==> src/rtl/load_store_unit.sv <==
`default_nettype none
// ============================================================================
// Module      : load_store_unit
// Description : RV32I data-memory access stage. Runs one load or store per
//               request over a req/ack bus. Loads return an aligned, sign- or
//               zero-extended result. Faults and bus timeouts are reported
//               through a 2-bit error code.
// Revision    : 1.0 - initial release
// ============================================================================
module load_store_unit #(
   parameter int unsigned TIMEOUT = 16
) (
   input  logic        clk,
   input  logic        rst,
   input  logic        start_i,
   input  logic        is_store_i,
   input  logic [2:0]  funct3_i,
   input  logic [31:0] addr_i,
   input  logic [31:0] store_data_i,
   output logic        busy_o,
   output logic        done_o,
   output logic [1:0]  err_o,
   output logic [31:0] load_data_o,
   output logic        mem_req_o,
   output logic        mem_we_o,
   output logic [31:0] mem_addr_o,
   output logic [3:0]  mem_be_o,
   output logic [31:0] mem_wdata_o,
   input  logic [31:0] mem_rdata_i,
   input  logic        mem_ack_i
);

   typedef enum logic [1:0] {
      S_IDLE  = 2'd0,
      S_ISSUE = 2'd1,
      S_DONE  = 2'd2
   } state_t;

   localparam logic [1:0] ERR_OK      = 2'b00;
   localparam logic [1:0] ERR_MISALGN = 2'b01;
   localparam logic [1:0] ERR_FUNCT3  = 2'b10;
   localparam logic [1:0] ERR_TIMEOUT = 2'b11;

   // Last counter value before the abort fires; counter starts at 0 on issue.
   localparam logic [7:0] TMO_LAST = 8'(TIMEOUT - 1);

   state_t      state_q, state_d;
   logic [7:0]  cnt_q, cnt_d;
   logic [31:0] addr_q, addr_d;
   logic        we_q, we_d;
   logic [3:0]  be_q, be_d;
   logic [31:0] wdata_q, wdata_d;
   logic [2:0]  f3_q, f3_d;
   logic [1:0]  err_q, err_d;
   logic [31:0] ld_q, ld_d;

   logic        illegal;
   logic        misaligned;
   logic [3:0]  be_calc;
   logic [31:0] wdata_calc;
   logic [31:0] lane;
   logic [31:0] load_ext;

   // Request decode: funct3 legality, alignment, byte enables and lane data.
   always_comb begin
      illegal    = (funct3_i == 3'b011) || (funct3_i == 3'b110) ||
                   (funct3_i == 3'b111) || (is_store_i && funct3_i[2]);
      misaligned = 1'b0;
      be_calc    = 4'b1111;
      wdata_calc = store_data_i;
      case (funct3_i[1:0])
         2'b00: begin
            be_calc    = 4'b0001 << addr_i[1:0];
            wdata_calc = {4{store_data_i[7:0]}};
         end
         2'b01: begin
            misaligned = addr_i[0];
            be_calc    = 4'b0011 << addr_i[1:0];
            wdata_calc = {2{store_data_i[15:0]}};
         end
         default: begin
            misaligned = (addr_i[1:0] != 2'b00);
         end
      endcase
   end

   // Shift the addressed bytes down to bit 0, then extend per funct3.
   always_comb begin
      lane = mem_rdata_i >> {addr_q[1:0], 3'b000};
      case (f3_q)
         3'b000:  load_ext = {{24{lane[7]}}, lane[7:0]};
         3'b001:  load_ext = {{16{lane[15]}}, lane[15:0]};
         3'b100:  load_ext = {24'd0, lane[7:0]};
         3'b101:  load_ext = {16'd0, lane[15:0]};
         default: load_ext = lane;
      endcase
   end

   // Next-state logic: accept/fault in IDLE, wait for ack or timeout in ISSUE.
   always_comb begin
      state_d = state_q;
      cnt_d   = cnt_q;
      addr_d  = addr_q;
      we_d    = we_q;
      be_d    = be_q;
      wdata_d = wdata_q;
      f3_d    = f3_q;
      err_d   = err_q;
      ld_d    = ld_q;
      case (state_q)
         S_IDLE: begin
            if (start_i) begin
               ld_d = 32'd0;
               if (illegal) begin
                  state_d = S_DONE;
                  err_d   = ERR_FUNCT3;
               end else if (misaligned) begin
                  state_d = S_DONE;
                  err_d   = ERR_MISALGN;
               end else begin
                  state_d = S_ISSUE;
                  err_d   = ERR_OK;
                  addr_d  = addr_i;
                  we_d    = is_store_i;
                  be_d    = be_calc;
                  wdata_d = wdata_calc;
                  f3_d    = funct3_i;
                  cnt_d   = 8'd0;
               end
            end
         end
         S_ISSUE: begin
            // An ack on the final allowed cycle still completes normally.
            if (mem_ack_i) begin
               state_d = S_DONE;
               err_d   = ERR_OK;
               ld_d    = we_q ? 32'd0 : load_ext;
            end else if (cnt_q == TMO_LAST) begin
               state_d = S_DONE;
               err_d   = ERR_TIMEOUT;
               ld_d    = 32'd0;
            end else begin
               cnt_d = cnt_q + 8'd1;
            end
         end
         S_DONE: begin
            state_d = S_IDLE;
         end
         default: begin
            state_d = S_IDLE;
         end
      endcase
   end

   // State and datapath registers with synchronous reset.
   always_ff @(posedge clk) begin
      if (rst) begin
         state_q <= S_IDLE;
         cnt_q   <= 8'd0;
         addr_q  <= 32'd0;
         we_q    <= 1'b0;
         be_q    <= 4'd0;
         wdata_q <= 32'd0;
         f3_q    <= 3'd0;
         err_q   <= ERR_OK;
         ld_q    <= 32'd0;
      end else begin
         state_q <= state_d;
         cnt_q   <= cnt_d;
         addr_q  <= addr_d;
         we_q    <= we_d;
         be_q    <= be_d;
         wdata_q <= wdata_d;
         f3_q    <= f3_d;
         err_q   <= err_d;
         ld_q    <= ld_d;
      end
   end

   // Outputs decode only from registers; the bus is forced to zero outside ISSUE.
   assign busy_o      = (state_q != S_IDLE);
   assign done_o      = (state_q == S_DONE);
   assign err_o       = err_q;
   assign load_data_o = ld_q;
   assign mem_req_o   = (state_q == S_ISSUE);
   assign mem_we_o    = mem_req_o & we_q;
   assign mem_addr_o  = mem_req_o ? {addr_q[31:2], 2'b00} : 32'd0;
   assign mem_be_o    = mem_req_o ? be_q : 4'd0;
   assign mem_wdata_o = mem_req_o ? wdata_q : 32'd0;

endmodule
`default_nettype wire

==> config.mk <==
export PLATFORM = sky130hd
export DESIGN_NAME = load_store_unit
export DESIGN_NICKNAME = d
export VERILOG_FILES = /design/src/rtl/load_store_unit.sv
export SDC_FILE = /design/constraint.sdc
export NUM_CORES = 1
export LEC_CHECK = 0
export CELL_PAD_IN_SITES_DETAIL_PLACEMENT = 0
export CELL_PAD_IN_SITES_GLOBAL_PLACEMENT = 1
export CORE_MARGIN = 2
export CORE_UTILIZATION = 33
export DETAILED_ROUTE_END_ITERATION = 7
export PLACE_DENSITY = 0.91
export SKIP_LAST_GASP = 1
export SYNTH_ARGS = -nofsm -noshare
export SYNTH_HDL_FRONTEND = slang
export SYNTH_SLANG_ARGS = --single-unit
==> constraint.sdc <==
create_clock -name clk -period 2.2 [get_ports clk]
set_clock_uncertainty 0.1 [all_clocks]
set_input_delay 0.33 -clock clk [delete_from_list [all_inputs] [get_ports clk]]
set_output_delay 0.33 -clock clk [all_outputs]
set_load 0.05 [all_outputs]
=== After elaboration in Yosys (flattened, before gate mapping) ===
Cells that the tools add are included.

* Add/sub/neg operators: 1
* Multipliers: 0
* Div/mod/pow operators: 0
* $lt $le $gt $ge: 0
* Eq/ne operators: 16
* Shift operators: 3
* Muxes and demuxes: 30
* Bitwise logic cells: 3
* Reductions and logical operators: 14

{| class="wikitable"
|+ Operators by type and width
! operator !! count
|-
| 32-bit two-way mux || 6
|-
| 32-bit one-hot mux with 2 select lines || 2
|-
| 32-bit one-hot mux with 4 select lines || 1
|-
| 8-bit two-way mux || 5
|-
| 32-bit by 5-bit >> shifter with 32-bit output || 1
|-
| 2-bit two-way mux || 9
|-
| 8-bit one-hot mux with 2 select lines || 1
|-
| 3-bit == test, second input constant || 4
|-
| 2-bit inequality test, second input constant || 5
|-
| 8-bit by 1-bit adder with 8-bit output, second input constant || 1
|-
| 8-bit by 4-bit == test with 1-bit output, second input constant || 1
|-
| 2-bit one-hot mux with 2 select lines || 2
|-
| 4-bit one-hot mux with 2 select lines || 1
|-
| 6-bit AND reduction || 1
|-
| 2-bit nonzero test || 3
|-
| 2-bit by 1-bit == test with 1-bit output, second input constant || 2
|-
| 2-bit logical NOT || 2
|-
| 4-bit two-way mux || 1
|-
| 4-bit AND reduction || 1
|-
| 1-bit by 2-bit left shift with 4-bit output, first input constant || 1
|-
| 2-bit by 2-bit left shift with 4-bit output, first input constant || 1
|-
| 3-bit by 1-bit == test with 1-bit output, second input constant || 1
|-
| 3-bit by 2-bit == test with 1-bit output, second input constant || 1
|-
| 3-bit logical NOT || 1
|-
| other kinds (10) || 13
|}

* Bits in registers: 116
* Latch bits: 0
* Memory bits (writable): 0
* Bits in read-only memories: 0
* Bits of input ports: 104
* Output and inout bits: 106
* Logic and storage cells: 76
* Memories kept: 0

=== Logic depth before layout (Yosys ltp) ===
Gate-level depths: netlist of run 1.

* Depth in word-level cells: 7
* Depth in mapped cells: 7

=== Least setup slack after synthesis of run 1 ===
Ideal clock, no wire load.

* Path type: reg-to-output
* From: register state_q[0]
* To: output port mem_wdata_o[22]
* Arrival time: 1,849 ps
* Data required time: 1,770 ps
* Path slack: -79 ps
* Stages on the path, launching flop included: 5
* Cell sequence: dfxtp_1 buf_4 nor2b_1 clkbuf_1 and2_1

* Word-level cells in the longest chain between the ends: 2

{| class="wikitable"
|+ RTL lines
! item !! line !! source
|-
| from (decl) || 47 || <nowiki>state_t state_q, state_d;</nowiki>
|-
| from (signal assigned) || 168 || <nowiki>state_q <= state_d;</nowiki>
|-
| 2-bit by 1-bit == test with 1-bit output || 185 || <nowiki>assign mem_req_o = (state_q == S_ISSUE);</nowiki>
|-
| named net mem_req_o || 24 || <nowiki>output logic mem_req_o,</nowiki>
|-
| 32-bit two-way mux || 189 || <nowiki>assign mem_wdata_o = mem_req_o ? wdata_q : 32'd0;</nowiki>
|-
| to (decl) || 28 || <nowiki>output logic [31:0] mem_wdata_o,</nowiki>
|}

The timed path passes the listed nets, and every way through them passes these cells.

=== Final worst setup path of run 1 ===
* From: register f3_q[0]
* To: register ld_q[25] (netlist: load_data_o[25])

* Word-level cells in the longest chain between the ends: 5
* Elaborated cells between the ends (all ways): 8
* Classes of those cells: 3 x eq/ne; 4 x mux; 1 x reduce/logical

{| class="wikitable"
|+ RTL lines
! item !! line !! source
|-
| from (decl) || 53 || <nowiki>logic [2:0] f3_q, f3_d;</nowiki>
|-
| from (signal assigned) || 164 || <nowiki>f3_q <= 3'd0;</nowiki>
|-
| from (signal assigned) || 174 || <nowiki>f3_q <= f3_d;</nowiki>
|-
| 3-bit == test, or another cell as far along || 90 || <nowiki>case (f3_q)</nowiki>
|-
| 32-bit one-hot mux with 4 select lines * || 90 ||
|-
| 32-bit two-way mux * || 137 || <nowiki>ld_d = we_q ? 32'd0 : load_ext;</nowiki>
|-
| 32-bit two-way mux * || 134 || <nowiki>if (mem_ack_i) begin</nowiki>
|-
| 32-bit one-hot mux with 2 select lines * || 110 || <nowiki>case (state_q)</nowiki>
|-
| to (signal assigned) || 176 || <nowiki>ld_q <= ld_d;</nowiki>
|-
| to (decl) || 55 || <nowiki>logic [31:0] ld_q, ld_d;</nowiki>
|}

Every way passes the cells marked *; elsewhere a longest branch is shown, timed or not.
A chain may end at the register's enable or synchronous reset.

==> impl_metrics.env, run 1 <==
export IMPL_antenna_found_initial=1
export IMPL_numPlacedInstances=1094
export IMPL_worstMarginPinSlew_ns=0.9550
export IMPL_path_cells="mux2i_1 -> nor4b_1 -> a2111oi_4 -> o2bb2ai_1"
export IMPL_drv_cap=0
export IMPL_crit_slowest_cell="a2111oi_4"
export IMPL_clockBufferDepth=2
export IMPL_die_h_um=137.3
export IMPL_num_io_pins=210
export IMPL_area_growth_synth_to_final_pct=61.11
export IMPL_switching_share_pct=28.70
export IMPL_ys_warn_count=0
export IMPL_max_freq_mhz=484.2
export IMPL_yosys_register_bits=116
export IMPL_cts_tree="done"
export IMPL_multiInputGateArea_mm2=0.003206
export IMPL_row_count=48
export IMPL_hpwl_mm=13.54
export IMPL_critPathBufInv=0
export IMPL_p_clk_share_pct=43.6
export IMPL_detail_route_wirelength_mm=18.74
export IMPL_synth_ff_type="dfxtp_1"
export IMPL_num_fill_cells=1572
export IMPL_finalInstanceArea_mm2=0.009450
export IMPL_p_switching_mw=1.645
export IMPL_synthTopCellsByArea="dfxtp_1 (40%), nand2_1 (9.1%), and2_1 (7.1%)"
export IMPL_clock_root_buffer="clkbuf_16"
export IMPL_worstSetupStartpoint="f3_q[0]$_SDFFE_PP0P_"
export IMPL_synth_commonest_cells="nand2_1 (142), dfxtp_1 (116), and2_1 (67)"
export IMPL_fin_nets=993
export IMPL_grt_setup_unrepaired="false"
export IMPL_finalHoldViolations=0
export IMPL_async_flop_share_pct=0
export IMPL_route_vias_total=5634
export IMPL_peakVddDrop_mv=0.5347
export IMPL_core_mm2=0.01736
export IMPL_grt_pass1_vias=5374
export IMPL_worst_path_max_fanout=16
export IMPL_finalSetupViolCount=0
export IMPL_cts_setup_buffers=0
export IMPL_outcome="complete, no violations"
export IMPL_drt_iter0_markers=338
export IMPL_diodes=0
export IMPL_seqPwrFrac_pct=39.1
export IMPL_holdWs_ns=0.2880
export IMPL_stdcell_count=1126
export IMPL_slew_limit_headroom_pct=36.34
export IMPL_io_buffers=207
export IMPL_min_period_ns=2.065
export IMPL_cp_top_family="compound AO/OA/AOI/OAI gates"
export IMPL_power_frac_comb_pct=17.3
export IMPL_syn_inst=694
export IMPL_critPathRequiredTime_ns=2.36
export IMPL_synth_most_common_cell="nand2_1"
export IMPL_grt_usage_pct=20.00
export IMPL_cp_data_arrival_time_ns=2.22
export IMPL_cts_reportedPaths_clkPinSlew_ns=0.06
export IMPL_synth_area_per_cell_um2=8.452
export IMPL_clkLatencyLatePin_ns=0.41
export IMPL_yosys_area_top_type="dfxtp_1"
export IMPL_dp_slack_ns=-0.1493
export IMPL_fin_ws_ns=0.1348
export IMPL_hp_start="rst"
export IMPL_routabilityCongestion=0.8441
export IMPL_fin_util_pct=54.45
export IMPL_hold_class="primary input to register"
export IMPL_criticalPathCategory="register to register"
export IMPL_p_int_mw=4.086
export IMPL_clock_sinks=116
export IMPL_drive_gt1_share_pct=18.65
export IMPL_synth_top_area_share_pct=39.59
export IMPL_htree_num_levels=4
export IMPL_die_area_mm2=0.01886
export IMPL_fin_crit_sh_pct=93.87
export IMPL_cp_slowest_stage_delay_ns=0.88
export IMPL_vias_per_cell=5.004
export IMPL_synth_edff_count=0
export IMPL_powerDensity_mw_per_mm2=606.4
export IMPL_grt_pass1_wl_mm=29.11
export IMPL_dpl_instance_area_mm2=0.008911
export IMPL_seq_area_mm2=0.002323
export IMPL_startpoint_type="register"
export IMPL_syn_area_mm2=0.005866
export IMPL_drt_first_pass_iters=5
export IMPL_ant_nets=0
export IMPL_yosysUniqueCellTypes=54
export IMPL_initial_core_util_pct=33.79
export IMPL_grt_ovfl_total=0
export IMPL_wl_per_cell_um=16.64
export IMPL_crit_path_end_kind="register"
export IMPL_die_width_um=137.3
export IMPL_yosysSeqAreaShare_pct=39.59
export IMPL_leakage_nw=3.438
export IMPL_grt_max_degree=60
export IMPL_r2r_start="f3_q[0]$_SDFFE_PP0P_"
export IMPL_cts_hold_buffers=0
export IMPL_cts_made_buffers=17
export IMPL_drc=0
export IMPL_final_max_slew_violation_count=0
==> cell families after synthesis <==
| logic type | count (synthesis) | share of synthesized area [%] |
|---|---|---|
| buffers and inverters | 70 | 6.228 |
| xor gates and xnor gates | 6 | 0.8959 |
| and+or+nand+nor | 285 | 23.57 |
| AOI/OAI and AO/OA | 178 | 22.91 |
| DFF | 116 | 39.59 |
| other | 1 | 0.06393 |
| muxes | 37 | 6.527 |
| adders and majority gates | 1 | 0.2133 |
==> final cells by class <==
cell class / count / share of cell area, %
Multi-Input combinational cell: 509 / 33.92
Sequential cell: 116 / 24.59
Clock buffer: 17 / 4.502
Clock inverter: 15 / 1.152
Timing Repair Buffer: 239 / 32.66
Tap cell: 225 / 2.979
Inverter: 5 / 0.1986
==> state kept, by name (all words and copies together) (netlist names) <==
signal       count
addr_q          32
be_q             4
cnt_q            8
err_o            2
f3_q             3
load_data_o     32
state_q          2
wdata_q         32
we_q             1
==> per-layer routing <==
layer | track usage, % | up-vias | share of wire, %
met5 | 0 | - | 0
met2 | 32.61 | 206 | 48
met4 | 6.415 | 0 | 1.9
li1 | - | 2793 | -
met3 | 5.813 | 27 | 7.3
met1 | 25.38 | 2608 | 43
==> path summary, 6_finish.rpt <==
check / slack [ns] / to / depth (start not counted)
max: 0.13 / load_data_o[25]$_SDFFE_PP0P_ / 4
min: 0.29 / addr_q[22]$_SDFFE_PP0P_ / 3
max reg2reg: 0.13 / load_data_o[25]$_SDFFE_PP0P_ / 4
min reg2reg: 0.35 / addr_q[19]$_SDFFE_PP0P_ / 2
==> what timing repair did <==
item,in CTS,in global routing
pin swaps,0,1
endpoints found under the setup margin,30,75
gates resized for setup,1,1
==> power groups by stage <==
stage	registers, mW	logic [mW]	clock network (mW)
final	2.24	0.993	2.50
after global routing	2.25	1.07	2.66
after CTS	2.24	0.995	2.57
after detailed placement	2.29	0.990	0
after global placement	2.28	0.978	0
after floorplan	2.31	0.519	0
==> stage by stage <==
step | TNS (ns) | power (mW)
2_1_floorplan | 0 | 2.828
3_5_place_dp | -3.009 | 3.275
5_1_grt | 0 | 5.986
4_1_cts | 0 | 5.801
3_3_place_gp | -1.727 | 3.260
6_report | 0 | 5.731
==> worst min-delay path: cells and delay by family <==
family	cells	cell delay [ns]
AO/OA/AOI/OAI	1	0.06
buffers and inverters	2	0.35
==> layout by cell type, fill, tap and decap left out, drive strengths merged, types with 6 or more instances in the layout <==
cell,instances
nor3,6
o21ai,19
o2bb2ai,32
mux2i,36
nor2b,11
o211ai,9
a32o,7
clkinv,10
clkdlybuf4s50,136
nand2,142
a211o,8
a21o,9
a21oi,66
nor2,40
and2,67
clkbuf,17
buf,103
a311oi,11
dfxtp,116
a211oi,12
inv,7
Power figures use the tool's default switching activity.
==> inputs of run 2 (changes only) <==
--- a/config.mk
+++ b/config.mk
@@ -10,6 +10,7 @@
 export CORE_MARGIN = 2
 export CORE_UTILIZATION = 33
 export DETAILED_ROUTE_END_ITERATION = 7
+export HOLD_SLACK_MARGIN = 0.15
 export PLACE_DENSITY = 0.91
 export SKIP_LAST_GASP = 1
 export SYNTH_ARGS = -nofsm -noshare
==> results of run 2 <==
No change in the layout: final DEF, timing and power equal those of run 1.
==> RTL change (config.mk and constraints of run 1) <==
`ld_q` no longer has a reset.
--- a/src/rtl/load_store_unit.sv
+++ b/src/rtl/load_store_unit.sv
@@ -165,3 +165,2 @@
          err_q   <= ERR_OK;
-         ld_q    <= 32'd0;
       end else begin
@@ -175,4 +174,7 @@
          err_q   <= err_d;
-         ld_q    <= ld_d;
       end
+   end
+
+   always_ff @(posedge clk) begin
+      ld_q <= ld_d;
    end
Behaviour: differs if rst is asserted again (counterexample within 4 cycles, from zero or initial values and one cycle with rst high); with rst held inactive, the same outputs for 4 cycles.
==> RTL change against run 1 <==
Fmax down 0.51%. Critical path depth up 1. Sequential cell count unchanged. Non-clock buffer count up 15. Routed wire length down 6.9%. Area after synthesis down 3.0%. Register-to-register slack better by 0.02 ns. Sequential share of layout area up 2.7 points. Total power up 19%. Final cell count down 0.53%. Worst setup slack worse by 0.011 ns. Sequential power up 8%. Design area up 2.6%. Critical endpoint is now mem_we_o.
==> RTL change: results (changes against run 1) <==
[drt]
dr_wl_met2_um=8490  ; -4.8%
wl_met1_um=6960  ; -14%
routed_wl_um=17400  ; -6.9%
route.met3.wl_um=1660  ; +21%

[power]
seq_power_mw=2.41  ; +8%
leakage_nw=3.57  ; +4.0%
switchingPower_mw=1.80  ; +9.3%
vdd_drop_max_uv=508  ; -5.0%

[global_route]
gr-usage-met1=0.224  ; -0.0301
first_global_vias=5210  ; -3.1%
grt_antenna_before_repair=0  ; -1
met3_usage=0.0730  ; +0.0148
grtUsageMet2=0.319  ; -0.00748
track_usage=0.190  ; -0.00945

[setup_path]
cp-endpoint=mem_we_o
slowest_stage=dfxtp_1
r2r_start=addr_q[1]$_SDFFE_PP0P_
critPathMaxFanout=21  ; +5
cp.arrival_ns=1.65  ; -0.57 ns
r2r_setup_slack_ns=0.15  ; +0.02 ns
crit_start=state_q[1]$_SDFFE_PP0P_

[placed_design]
post-dp-hpwl_um=12500  ; -7.7%
place_ws_ns=-0.215  ; -0.0660 ns
dpl.cell_count=1086  ; -0.73%

[layout]
n_clock_buffer=26  ; +9
n_all_buffers=254  ; +6.3%
seq_area_frac=0.273  ; +0.0271
multi_input_area_sq_um=2860  ; -11%
bufAreaShareNonClock=0.333  ; +0.00611
fin_nets=987  ; -0.60%
clk_share=0.0681  ; +0.0116
multi_input_gates=488  ; -4.1%
drive_gt1_frac=0.207  ; +0.0202
fillers=1486  ; -5.5%

[timing]
worstMarginPinSlew_ns=0.545  ; -0.410 ns
setup_ws_ns=0.124  ; -0.0105 ns

[yosys]
syn-mean-instance-area_sq_um=8.57  ; +1.4%

[run_status]
status=complete, no violations

-- RTL change: cell types whose count changed in the layout (fill, tap and decap cells not counted), sizes merged, moves of 9 or more --
cell     delta
edfxtp     +32
mux2        +9
dfxtp      -32
a21oi      +14
o2bb2ai    -32
a211oi     +15
buf        +14
clkbuf     +10
-- RTL change: kinds of logic after synthesis --
kind of cell    count (synthesis)  share of synthesized area
compound gates                158                      0.176
xor+xnor                        4                    0.00616
fa+ha+maj                       1                    0.00220
buf+inv                        61                     0.0471
flops                         116                      0.464
mux                            37                     0.0677
other cells                     1                   0.000659
simple gates                  286                      0.235
-- RTL change: stage by stage --
stage	area, sq um	utilization	hold WS [ns]
global route	9690	0.568	0.357
floorplan	5740	-	0.332
CTS	9640	0.565	0.328
global placement	8970	0.526	0.337
finish	9690	0.568	0.338
detailed placement	8970	0.526	0.342
-- RTL change: what timing repair did --
action                     in CTS  in global routing
resized for setup               2                  3
pin swaps                       0                  0
buffers inserted                0                  1
cloned                          0                  1
setup endpoints to repair      67                 53
